$ cat config.mk
export PLATFORM = sky130hd
export DESIGN_NAME = bcd_seg_display_flat
export DESIGN_NICKNAME = d
export VERILOG_FILES = /design/src/rtl/bcd_seg_display_if.sv /design/src/rtl/bcd_seg_display.sv /design/src/flat_wrapper.sv
export SDC_FILE = /design/constraint.sdc
export NUM_CORES = 1
export LEC_CHECK = 0
export BUFFER_PORTS_ARGS = -buffer_cell sky130_fd_sc_hd__buf_2
export CORE_MARGIN = 2
export CORE_UTILIZATION = 55
export CTS_CLUSTER_DIAMETER = 200
export CTS_CLUSTER_SIZE = 8
export DETAILED_ROUTE_END_ITERATION = 8
export GPL_TIMING_DRIVEN = 0
export PLACE_DENSITY = 0.78
export SETUP_SLACK_MARGIN = 0.3
export SYNTH_ARGS = -nofsm -noshare
export SYNTH_HDL_FRONTEND = slang
export SYNTH_SLANG_ARGS = --single-unit
export TNS_END_PERCENT = 50
$ cat constraint.sdc
create_clock -name i_clk -period 2.1 [get_ports i_clk]
set_input_delay 0.105 -clock i_clk [delete_from_list [all_inputs] [get_ports i_clk]]
set_output_delay 0.105 -clock i_clk [all_outputs]
set_load 0.02 [all_outputs]
$ cat src/rtl/bcd_seg_display_if.sv
// Signal bundle between the upstream 0..99 counter stage and the two-digit
// seven-segment display converter.
interface bcd_seg_display_if;
    // Protocol: no handshake. The master holds i_num at the value to show; the
    // slave converts whenever it is idle and i_num differs from the last
    // captured value, keeps o_busy high for the whole conversion, and pulses
    // o_upd for one cycle together with the new segment values.
    logic [7:0] i_num;
    logic [7:0] o_seg_hi;
    logic [7:0] o_seg_lo;
    logic       o_busy;
    logic       o_upd;
    logic [1:0] o_state;

    modport master (
        output i_num,
        input  o_seg_hi, o_seg_lo, o_busy, o_upd, o_state
    );

    modport slave (
        input  i_num,
        output o_seg_hi, o_seg_lo, o_busy, o_upd, o_state
    );
endinterface

$ cat src/rtl/bcd_seg_display.sv
// Binary (0..MAX_NUM) to two-digit active-low seven-segment converter using a
// sequential double-dabble. Define SEG_BLANK_LZ_EN to blank a leading zero tens digit.
module bcd_seg_display #(
    parameter int MAX_NUM = 99
) (
    input  logic              i_clk,
    input  logic              i_rst,
    bcd_seg_display_if.slave  bus
);

    localparam logic [1:0] S_IDLE = 2'd0;
    localparam logic [1:0] S_CONV = 2'd1;
    localparam logic [1:0] S_LOAD = 2'd2;

    localparam logic [7:0] SEG_BLANK = 8'hFF;
    localparam logic [7:0] MAX_VAL   = 8'(MAX_NUM);

`ifdef SEG_BLANK_LZ_EN
    localparam logic BLANK_LZ = 1'b1;
`else
    localparam logic BLANK_LZ = 1'b0;
`endif

    // Segment order {dp,g,f,e,d,c,b,a}, active-low, dp always off.
    function automatic logic [7:0] seg_decode(input logic [3:0] d);
        case (d)
            4'd0:    seg_decode = 8'hC0;
            4'd1:    seg_decode = 8'hF9;
            4'd2:    seg_decode = 8'hA4;
            4'd3:    seg_decode = 8'hB0;
            4'd4:    seg_decode = 8'h99;
            4'd5:    seg_decode = 8'h92;
            4'd6:    seg_decode = 8'h82;
            4'd7:    seg_decode = 8'hF8;
            4'd8:    seg_decode = 8'h80;
            4'd9:    seg_decode = 8'h90;
            default: seg_decode = SEG_BLANK;
        endcase
    endfunction

    function automatic logic [7:0] hi_decode(input logic [3:0] d);
        if (BLANK_LZ && (d == 4'd0)) hi_decode = SEG_BLANK;
        else                         hi_decode = seg_decode(d);
    endfunction

    logic [1:0]  r_state;
    logic [7:0]  r_last;
    logic [7:0]  r_op;
    logic [7:0]  r_bcd;
    logic [2:0]  r_cnt;
    logic [7:0]  r_seg_hi;
    logic [7:0]  r_seg_lo;
    logic        r_upd;

    logic [7:0]  w_sat;
    logic [7:0]  w_adj_bcd;
    logic [15:0] w_shift;

    assign w_sat = (bus.i_num > MAX_VAL) ? MAX_VAL : bus.i_num;

    always_comb begin
        w_adj_bcd = r_bcd;
        if (r_bcd[3:0] >= 4'd5) w_adj_bcd[3:0] = r_bcd[3:0] + 4'd3;
        if (r_bcd[7:4] >= 4'd5) w_adj_bcd[7:4] = r_bcd[7:4] + 4'd3;
        // The bit shifted out of the top is the hundreds carry, dropped here.
        w_shift = {w_adj_bcd, r_op} << 1;
    end

    always_ff @(posedge i_clk) begin
        if (i_rst) begin
            r_state  <= S_IDLE;
            r_last   <= 8'd0;
            r_op     <= 8'd0;
            r_bcd    <= 8'd0;
            r_cnt    <= 3'd0;
            r_seg_hi <= hi_decode(4'd0);
            r_seg_lo <= seg_decode(4'd0);
            r_upd    <= 1'b0;
        end else begin
            r_upd <= 1'b0;
            case (r_state)
                S_IDLE: begin
                    if (bus.i_num != r_last) begin
                        r_op    <= w_sat;
                        r_last  <= bus.i_num;
                        r_bcd   <= 8'd0;
                        r_cnt   <= 3'd0;
                        r_state <= S_CONV;
                    end
                end
                S_CONV: begin
                    r_bcd <= w_shift[15:8];
                    r_op  <= w_shift[7:0];
                    r_cnt <= r_cnt + 3'd1;
                    if (r_cnt == 3'd7) r_state <= S_LOAD;
                end
                S_LOAD: begin
                    r_seg_hi <= hi_decode(r_bcd[7:4]);
                    r_seg_lo <= seg_decode(r_bcd[3:0]);
                    r_upd    <= 1'b1;
                    r_state  <= S_IDLE;
                end
                default: r_state <= S_IDLE;
            endcase
        end
    end

    assign bus.o_seg_hi = r_seg_hi;
    assign bus.o_seg_lo = r_seg_lo;
    assign bus.o_busy   = (r_state != S_IDLE);
    assign bus.o_upd    = r_upd;
    assign bus.o_state  = r_state;

endmodule

$ cat src/flat_wrapper.sv
// flat-port wrapper written by rule: the top's interface ports become plain ports
module bcd_seg_display_flat 
#(
    parameter int MAX_NUM = 99
)
  (i_clk, i_rst, bus_i_num, bus_o_seg_hi, bus_o_seg_lo, bus_o_busy, bus_o_upd, bus_o_state);
  bcd_seg_display_if bus_i ();
  input  logic i_clk;
  input  logic i_rst;
  input wire logic [$bits(bus_i.i_num)-1:0] bus_i_num;
  output wire logic [$bits(bus_i.o_seg_hi)-1:0] bus_o_seg_hi;
  output wire logic [$bits(bus_i.o_seg_lo)-1:0] bus_o_seg_lo;
  output wire logic [$bits(bus_i.o_busy)-1:0] bus_o_busy;
  output wire logic [$bits(bus_i.o_upd)-1:0] bus_o_upd;
  output wire logic [$bits(bus_i.o_state)-1:0] bus_o_state;
  assign bus_i.i_num = bus_i_num;
  assign bus_o_seg_hi = bus_i.o_seg_hi;
  assign bus_o_seg_lo = bus_i.o_seg_lo;
  assign bus_o_busy = bus_i.o_busy;
  assign bus_o_upd = bus_i.o_upd;
  assign bus_o_state = bus_i.o_state;
  bcd_seg_display #(.MAX_NUM(MAX_NUM)) u_core (.i_clk(i_clk), .i_rst(i_rst), .bus(bus_i));
endmodule
==> results of run 1 <==
==> path summary, 6_finish.rpt <==
check / endpoint / slack, ps / depth (start not counted)
worst max-delay path: u_core.r_bcd[3] / 400 / 7
worst min-delay path: u_core.r_last[0] / 60 / 3
worst max register to register: u_core.r_bcd[3] / 400 / 7
worst min register to register: u_core.bus.o_seg_lo[3] / 450 / 2
==> layer usage <==
| layer | vias to the layer above | routed length (um) |
|---|---|---|
| met3 | 7 | 157 |
| met5 | - | 0 |
| met1 | 912 | 2220 |
| met4 | 0 | 73 |
| met2 | 38 | 2390 |
| li1 | 971 | - |
==> placed cells by master (no fill, tap or decap), types with 2 or more instances in the layout <==
| cell type | instances |
|---|---|
| o21bai_1 | 2 |
| a211oi_2 | 2 |
| dfxtp_2 | 2 |
| clkbuf_8 | 5 |
| nor2_1 | 43 |
| a22oi_1 | 6 |
| a31oi_1 | 2 |
| o22ai_1 | 2 |
| dfxtp_1 | 42 |
| buf_2 | 27 |
| clkbuf_1 | 12 |
| o21ai_0 | 8 |
| nor3b_1 | 2 |
| nand2_1 | 16 |
| nand3b_1 | 2 |
| a211oi_1 | 2 |
| xnor2_1 | 12 |
| nor3_1 | 8 |
| a311oi_1 | 3 |
| o211ai_1 | 3 |
| buf_6 | 2 |
| a21oi_1 | 25 |
| o21a_1 | 2 |
| mux2i_1 | 11 |
| nand2b_1 | 9 |
| conb_1 | 2 |
| ha_1 | 13 |
| a21oi_2 | 2 |
| inv_1 | 10 |
| o31ai_1 | 2 |
| buf_4 | 2 |
==> area by class of cell <==
class / count / area [um2]
fill: 344 / 1410
multi-input combinational: 194 / 1280
clock inverter: 2 / 35.0
sequential: 44 / 883
clock buffer: 6 / 72.6
timing repair buffer: 26 / 130
inverter: 10 / 37.5
buffer: 17 / 88.8
tap: 50 / 62.6
==> metrics by stage <==
step	cell area [um2]	power (uW)	hold WS (ps)	setup slack [ps]
floorplan	2280	1020	249	494
global placement	2470	1070	380	342
detailed placement	2470	1070	388	324
CTS	2580	1710	64.6	350
global route	2590	1750	115	284
finish	2590	1700	64.0	399
==> where the power goes <==
part	total [uW]	leakage, uW	internal (uW)	switching (uW)
clock	652	0.0000552	353	298
combinational	175	0.000602	74.5	100
sequential	879	0.000360	860	18.5
total	1700	0.00102	1290	417
==> cells by family (layout without fill, tap and decap cells) <==
family / after synthesis / count (layout)
muxes: 11 / 11
buffers and inverters: 27 / 61
AOI/OAI and AO/OA: 68 / 68
adders and majority gates: 13 / 13
DFF: 44 / 44
xor gates and xnor gates: 13 / 13
other: 1 / 2
and+or+nand+nor: 87 / 87
==> sequential cells by signal, summed over array words and instances, names as in the netlist <==
| name | count |
|---|---|
| u_core.bus.o_seg_hi | 7 |
| u_core.bus.o_seg_lo | 7 |
| u_core.bus.o_state | 2 |
| u_core.bus.o_upd | 1 |
| u_core.r_bcd | 8 |
| u_core.r_cnt | 3 |
| u_core.r_last | 8 |
| u_core.r_op | 8 |
==> worst reg2reg max path: stages (launching register included) <==
cell and delay, ps:
dfxtp_2 430, inv_1 100, ha_1 240, ha_1 300, o21ba_2 230, nor2_1 40
a21oi_1 170, nor3_1 60
==> run_results.csv, run 1 <==
group,metric,value,unit
routing,firstDrtPassIters,4,
cells_and_area,layout-drive-gt1-share,17.1,%
setup_path,required,2270,ps
routing,drc,0,
routing,drt_wl_total,4.84,mm
sta,tns,0,ps
cts,cts_sinks,44,
logic_synthesis,yosys_warnings,0,
setup_path,crit_family,"adder cells",
cts,cts_buffers,5,
cts,root_buffer,"clkbuf_8",
setup_path,cp.arrival,1870,ps
die,die_width,68.3,um
sta,maxSlewHeadroom,59.1,%
setup_path,crit_buf_inv,1,
setup_path,critPathKind,"flop to flop",
logic_synthesis,synth_top_family_by_area,"compound AO/OA/AOI/OAI gates",
grt,grtUsageMet3,3.95,%
logic_synthesis,synth_area,2280,um2
cells_and_area,syn_to_final_growth,13.7,%
power,leakage,0.00102,uW
logic_synthesis,synth-main-ff-cell,"dfxtp_1",
job,drv_cap,0,
logic_synthesis,synth-compound-area-share,21.2,%
grt,grt_util_all_layers,22.6,%
die,fp.dieArea,4670,um2
setup_path,critPathMaxFanout,9,
sta,tightest_slew,613,ps
sta,finClkSkew,7.03,ps
die,ios,30,
logic_synthesis,synthXorXnorAreaFrac,5.00,%
logic_synthesis,synth_seq_cells,44,
cts,ctsResizeCount,1,
logic_synthesis,synthAdderAreaFrac,7.15,%
routing,post_drt_wl_per_cell,13.9,um
setup_path,startpoint_type,"flop",
routing,vias_per_cell,5.52,
logic_synthesis,async_flop_share,0,%
sta,report.final.slew_viol_count,0,
grt,antenna_found_initial,0,
grt,grt_pass1_vias,1744,
logic_synthesis,ys_types,44,
cts,htreeDepth,2,
logic_synthesis,synth_largest_area_cell,"dfxtp_1",
setup_path,path_common_cell,"ha_1",
grt,grt_pass1_wl,7.84,mm
cts,ctsHoldBuffers,0,
status,outcome,"finished, final reports clean",
hold_path,min_path_type,"primary input to flop",
placed_design,place_congestion,0.860,
setup_path,slowest_delay,430,ps
logic_synthesis,synth_edf_count,0,
cts,cts_tree,"built",
logic_synthesis,yosys.area_share.simple,17.4,%
sta,hold_viol_final,0,
grt,grt-ovfl-total,0,
die,die_h,68.3,um
logic_synthesis,synthMuxAreaShare,4.84,%
logic_synthesis,yosys-top-cells-count,"44 x dfxtp_1, 43 x nor2_1, 26 x a21oi_1, 16 x nand2_1, 13 x ha_1",
setup_path,crit_start,"u_core.r_bcd[1]",
grt,use_met1,28.2,%
placed_design,dp_hpwl,3.34,mm
routing,route.vias.total,1928,
setup_path,path_cells,"inv_1 > ha_1 > ha_1 > o21ba_2 > nor2_1 > a21oi_1 > nor3_1",
die,coreArea,4000,um2
power,p_per_area,659,nW/um2
sta,max_freq,0.588,GHz
sta,finalSetupViolCount,0,
power,vdd_drop_max,570,uV
cts,clk_path_buf_depth,2,
grt,grt_max_degree,14,
logic_synthesis,yosysMostFrequentCell,"dfxtp_1",
setup_path,cp-end-kind,"flop",
logic_synthesis,ys_seq_area_share,38.7,%
logic_synthesis,yosys.area.top_type_share,38.7,%
grt,use_met2,38.8,%
die,rows,23,
cells_and_area,layout.nets,321,
cts,postCtsSetupRepairBufs,0,
logic_synthesis,synth.area.top_cells,"dfxtp_1 39%, ha_1 7.1%, nor2_1 7.1%",
setup_path,slowest_stage,"dfxtp_2",
cells_and_area,antenna_cells,0,
sta,period_share,81.0,%
routing,drt_iter0_drc,124,
setup_path,reg2reg_from,"u_core.r_bcd[1]",
sta,period_minus_slack,1700,ps
grt,grt-busiest-layer,"met2",
logic_synthesis,syn_area_per_cell,8.62,um2
cells_and_area,final_cells,349,
logic_synthesis,syn_inst,264,
placed_design,io_buffer_count,26,
cts,cts.clk_slew.worst_paths,80,ps
cells_and_area,post-route-util,64.7,%
sta,grt_setup_unrepaired,"true",
hold_path,hold_start,"bus_i_num[0]",
placed_design,placedCellCount,341,
cts,clock_latency,310,ps
routing,drtAntennaViolNets,0,
die,start_util,56.9,%
(Power assumes the default switching activity.)
==> inputs of run 2 (changes only) <==
- clock period: 2.1 -> 1.65 ns (I/O delays scaled with it)
==> run 2 against run 1 <==
  * Maximum frequency up 8.4%
  * Sequential share of layout area decreased by 2.3 points
  * Power increased by 23%
  * Via count rose by 3.9%
  * Critical endpoint is now u_core.r_op[1]
  * Non-clock buffer count grew 8
  * Critical path depth is 1 lower
  * Global-route usage is 0.83 points higher
  * Largest cell class unchanged
  * Cell count is 2.0% higher
  * Cell area increased by 9.7%
  * Clock power up 11%
  * Highest routed layer unchanged
  * Register-to-register slack worse by 320 ps
==> run_results.csv, run 2 (same netlist as run 1, synthesis figures left out) <==
group,metric,value,unit
sta,worst_hold_slack,60.6,ps
sta,maxSlewHeadroom,59.9,%
die,die_h,68.3,um
placed_design,place_area,2510,um2
sta,finClkSkew,9.78,ps
cells_and_area,top_regs,"u_core.r_bcd (8), u_core.r_last (8), u_core.r_op (8)",
cts,cts.clk_slew.worst_paths,80,ps
grt,antenna_found_initial,0,
setup_path,reg2reg_from,"u_core.r_last[3]",
routing,vias_per_cell,5.63,
cells_and_area,fillerInstances,314,
sta,hold_viol_final,0,
grt,grt_pass1_wl,8.09,mm
cells_and_area,syn_to_final_growth,24.7,%
placed_design,dp_hpwl,3.54,mm
cells_and_area,seqCellArea,905,um2
setup_path,cp.arrival,1740,ps
sta,grt_setup_unrepaired,"true",
die,coreArea,4000,um2
routing,drt_iter0_drc,121,
cells_and_area,layout-drive-gt1-share,34.0,%
routing,post_drt_wl_per_cell,14.9,um
sta,period_minus_slack,1570,ps
cells_and_area,stdcell_area,2840,um2
cells_and_area,layout.nets,329,
setup_path,critPathKind,"flop to flop",
setup_path,crit_start,"u_core.r_last[3]",
power,vdd_drop_max,532,uV
sta,setup_ws,81.0,ps
routing,route.vias.total,2004,
setup_path,critPathMaxFanout,5,
die,ios,30,
sta,max_freq,0.637,GHz
routing,drtAntennaViolNets,0,
setup_path,r2r_setup_slack,80,ps
sta,tightest_slew,602,ps
cts,clock_latency,300,ps
placed_design,pre_cts_ws,-30.5,ps
sta,report.final.slew_viol_count,0,
placed_design,placedCellCount,341,
cells_and_area,antenna_cells,0,
setup_path,rr_endpoint,"u_core.r_op[1]",
die,fp.dieArea,4670,um2
cells_and_area,mostFrequentLayoutCells,"41 x nor2_1, 33 x dfxtp_1, 28 x buf_2, 19 x a21oi_1, 16 x nand2_1",
routing,drt_wl_total,5.31,mm
sta,finalSetupViolCount,0,
cells_and_area,multi_input_area,1420,um2
routing,firstDrtPassIters,5,
die,rows,23,
cts,clk_path_buf_depth,2,
sta,period_share,95.1,%
setup_path,r2r_cells,6,
cells_and_area,final_cells,356,
die,die_width,68.3,um
power,p_per_area,742,nW/um2
hold_path,min_path_type,"primary input to flop",
placed_design,place_congestion,0.821,
grt,grt_pass1_vias,1746,
power,leakage,0.00112,uW
cells_and_area,layout_commonest_cell,"nor2_1",
cts,cts_tree,"built",
status,outcome,"finished, final reports clean",
job,drv_cap,0,
grt,grt_max_degree,13,
grt,grt_util_all_layers,23.5,%
setup_path,required,1820,ps
setup_path,worstSetupEndpoint,"u_core.r_op[1]",
placed_design,io_buffer_count,26,
setup_path,startpoint_type,"flop",
setup_path,cp-end-kind,"flop",
grt,grt-ovfl-total,0,
die,start_util,56.9,%
cts,htreeDepth,2,
cts,cts_sinks,44,
cts,cts_buffers,5,
routing,drc,0,
cts,root_buffer,"clkbuf_8",
==> run 2: what timing repair did <==
item / in CTS / in global routing
hold buffers: 0 / 0
gates resized for setup: 19 / 40
setup endpoints to repair: 42 / 43
cloned: 0 / 1
buffers inserted: 6 / 1
pin swaps: 11 / 14
==> run 2: metrics by stage <==
| stage | util [%] | setup TNS (ps) | total power (uW) |
|---|---|---|---|
| CTS | 67.7 | 0 | 2100 |
| finish | 70.9 | 0 | 2100 |
| detailed placement | 62.7 | -154 | 1370 |
| global route | 70.9 | 0 | 2180 |
| global placement | 62.7 | 0 | 1360 |
| floorplan | - | 0 | 1310 |
==> run 2: per-layer routing <==
layer,vias to the layer above,share of wire [%],GRT usage (%)
met4,0,1.7,7.00
met1,949,44,28.9
met5,-,0,0
met2,51,50,40.9
li1,992,-,-
met3,12,4.0,4.93
==> run 2: power by group <==
group	switching (uW)	leakage (uW)	internal [uW]
clock network	351	0.0000503	373
registers	28.0	0.000364	1090
logic	144	0.000703	118
total	522	0.00112	1580
==> run 2: worst min-delay path by stage <==
stage                            start               end  slack (ps)  depth (start not counted)
after floorplan           bus_i_num[1]  u_core.r_last[1]         230                          2
after global placement    bus_i_num[0]  u_core.r_last[0]         360                          3
after detailed placement  bus_i_num[0]  u_core.r_last[0]         370                          3
after CTS                 bus_i_num[0]  u_core.r_last[0]          60                          3
after global routing      bus_i_num[0]  u_core.r_last[0]         100                          3
final                     bus_i_num[0]  u_core.r_last[0]          60                          3
==> run 2: critical path, stage by stage (launching register included) <==
cell and delay (ps):
dfxtp_1 340, xnor2_2 220, nand4_4 160, o31ai_4 380, buf_4 180, a211o_1 110
a21oi_2 50
==> run 2: cell type report <==
class	count	area share, %
Timing Repair Buffer	34	7.10
Multi-Input combinational cell	194	49.9
Inverter	10	1.41
Buffer	17	4.10
Sequential cell	44	31.9
Clock buffer	7	3.40
Tap cell	50	2.20
==> inputs of run 3 (changes only) <==
- CORE_UTILIZATION: 55 -> 51
- PLACE_DENSITY: 0.78 -> 0.76
- clock period: 1.65 -> 1.42 ns (I/O delays scaled with it)
==> run 3 against run 2 <==
  * The run now ends with setup timing left
  * Critical path depth stayed put
  * Cell area rose by 8.3%
  * Non-clock buffer count increased by 2
  * Wire length up 12%
  * Count of clock-buffer cells in the layout is 1 higher
  * Clock power rose by 15%
  * Cell count up 1.4%
  * Die area rose by 7.4%
  * Maximum frequency rose by 1.9%
  * Clock skew is 1.1 ps lower
  * Flip-flop and latch count stayed put
==> run_results.csv, run 3 (same netlist as run 1, synthesis figures left out) <==
group,metric,value,unit
routing,drtAntennaViolNets,0,
sta,tightest_slew,683,ps
setup_path,critPathKind,"flop to flop",
die,ios,30,
grt,grt-ovfl-total,0,
cells_and_area,layout_commonest_cell,"nor2_1",
setup_path,rr_endpoint,"u_core.r_op[1]",
cells_and_area,syn_to_final_growth,35.0,%
grt,grt_pass1_wl,9.16,mm
hold_path,hold_start,"bus_i_num[0]",
cells_and_area,fillerInstances,340,
sta,max_freq,0.650,GHz
cells_and_area,final_cells,361,
die,start_util,52.6,%
job,drv_cap,0,
status,outcome,"finished with violations",
placed_design,dp_hpwl,3.51,mm
setup_path,cp.arrival,1710,ps
cts,cts.clk_slew.worst_paths,80,ps
cts,cts_tree,"built",
placed_design,place_congestion,0.889,
sta,period_minus_slack,1540,ps
sta,finClkSkew,8.71,ps
routing,post_drt_wl_per_cell,16.5,um
cts,root_buffer,"clkbuf_8",
sta,setup_ws,-119,ps
power,power,2440,uW
cells_and_area,mostFrequentLayoutCells,"38 x nor2_1, 32 x dfxtp_1, 27 x buf_2, 18 x a21oi_1, 13 x nand2_1",
sta,grt_setup_unrepaired,"true",
cts,clk_path_buf_depth,2,
setup_path,r2r_setup_slack,-120,ps
cells_and_area,layout-drive-gt1-share,41.7,%
sta,report.final.slew_viol_count,0,
placed_design,io_buffer_count,26,
cts,htreeDepth,2,
grt,grt_util_all_layers,22.9,%
die,rows,24,
routing,drc,0,
routing,firstDrtPassIters,4,
cts,clock_latency,310,ps
cts,cts_buffers,5,
cells_and_area,layout.nets,331,
cells_and_area,top_regs,"u_core.r_bcd (8), u_core.r_last (8), u_core.r_op (8)",
setup_path,startpoint_type,"flop",
die,die_width,70.8,um
power,vdd_drop_max,444,uV
cells_and_area,multi_input_area,1580,um2
setup_path,required,1590,ps
cts,ctsHoldBuffers,0,
die,coreArea,4320,um2
setup_path,cp-end-kind,"flop",
sta,maxSlewHeadroom,54.5,%
setup_path,critPathMaxFanout,4,
grt,grt_max_degree,13,
setup_path,reg2reg_from,"u_core.r_last[7]",
grt,antenna_found_initial,0,
placed_design,placedCellCount,343,
cts,cts_sinks,44,
power,leakage,0.00119,uW
hold_path,holdPathStages,3,
die,fp.dieArea,5010,um2
cells_and_area,seqCellArea,908,um2
sta,period_share,108,%
cells_and_area,antenna_cells,0,
hold_path,holdPathEnd,"u_core.r_last[0]",
die,die_h,70.8,um
grt,grt_pass1_vias,1955,
routing,drt_wl_total,5.95,mm
power,p_per_area,794,nW/um2
hold_path,min_path_type,"primary input to flop",
setup_path,r2r_cells,6,
routing,vias_per_cell,5.61,
status,failed_checks,"setup timing",
routing,route.vias.total,2027,
routing,drt_iter0_drc,123,
sta,hold_viol_final,0,
sta,finalSetupViolCount,29,
[run 3: changes by cell type in the layout (fill, tap and decap cells not counted), sizes merged]
| cell | change |
|---|---|
| buf | +5 |
| clkbuf | -2 |
[run 3: power by group]
part / internal (uW) / switching [uW] / leakage, uW
clock: 397 / 434 / 0.0000455
sequential: 1270 / 32.5 / 0.000365
combinational: 144 / 165 / 0.000781
[run 3: per-layer routing]
| metal | wire length [um] | global-route usage [%] |
|---|---|---|
| met4 | 116 | 8.60 |
| met1 | 2470 | 27.2 |
| met2 | 3080 | 41.5 |
| met3 | 276 | 3.28 |
| met5 | 0 | 0 |
[run 3: timing repair]
item / 4_1_cts / 5_1_grt
gates cloned: 0 / 0
hold endpoints to repair: 0 / 0
resized for setup: 60 / 34
buffers inserted: 10 / 0
pin swaps: 31 / 28
setup endpoints to repair: 45 / 44
[run 3: worst max path at each step]
stage                      from               end  slack (ps)  cells after the start
2_1_floorplan  u_core.r_last[7]  u_core.r_last[4]         -20                      6
3_3_place_gp   u_core.r_last[7]   u_core.r_bcd[2]        -260                      6
3_5_place_dp   u_core.r_last[7]    u_core.r_op[1]        -310                      6
4_1_cts        u_core.r_last[6]  u_core.r_last[6]        -100                      6
5_1_grt        u_core.r_last[7]  u_core.r_last[4]        -170                      6
6_report       u_core.r_last[7]    u_core.r_op[1]        -120                      6
[run 3: critical path: stages (launching register included)]
cell	delay, ps
dfxtp_2	340
xnor2_2	150
nand4_1	240
o31ai_4	340
buf_4	190
a211o_1	100
a21oi_1	60
[run 3: through the flow]
stage | worst slack [ps] | util, % | setup TNS [ps] | area (um2) | hold slack [ps]
final | -119 | 71.1 | -1630 | 3070 | 50.2
after detailed placement | -306 | 59.1 | -6290 | 2550 | 370
after CTS | -103 | 68.3 | -1800 | 2950 | 57.4
after floorplan | -23.3 | - | -195 | 2360 | 215
after global placement | -256 | 59.1 | -5220 | 2550 | 348
after global routing | -168 | 71.1 | -3720 | 3070 | 85.0
[run 3: final cells by class]
class                      count  area share (%)
buffer                        17            4.97
clock buffer                   8            2.93
inverter                      10            1.63
multi-input combinational    194            51.3
sequential                    44            29.6
tap                           52            2.12
timing repair buffer          36            7.53
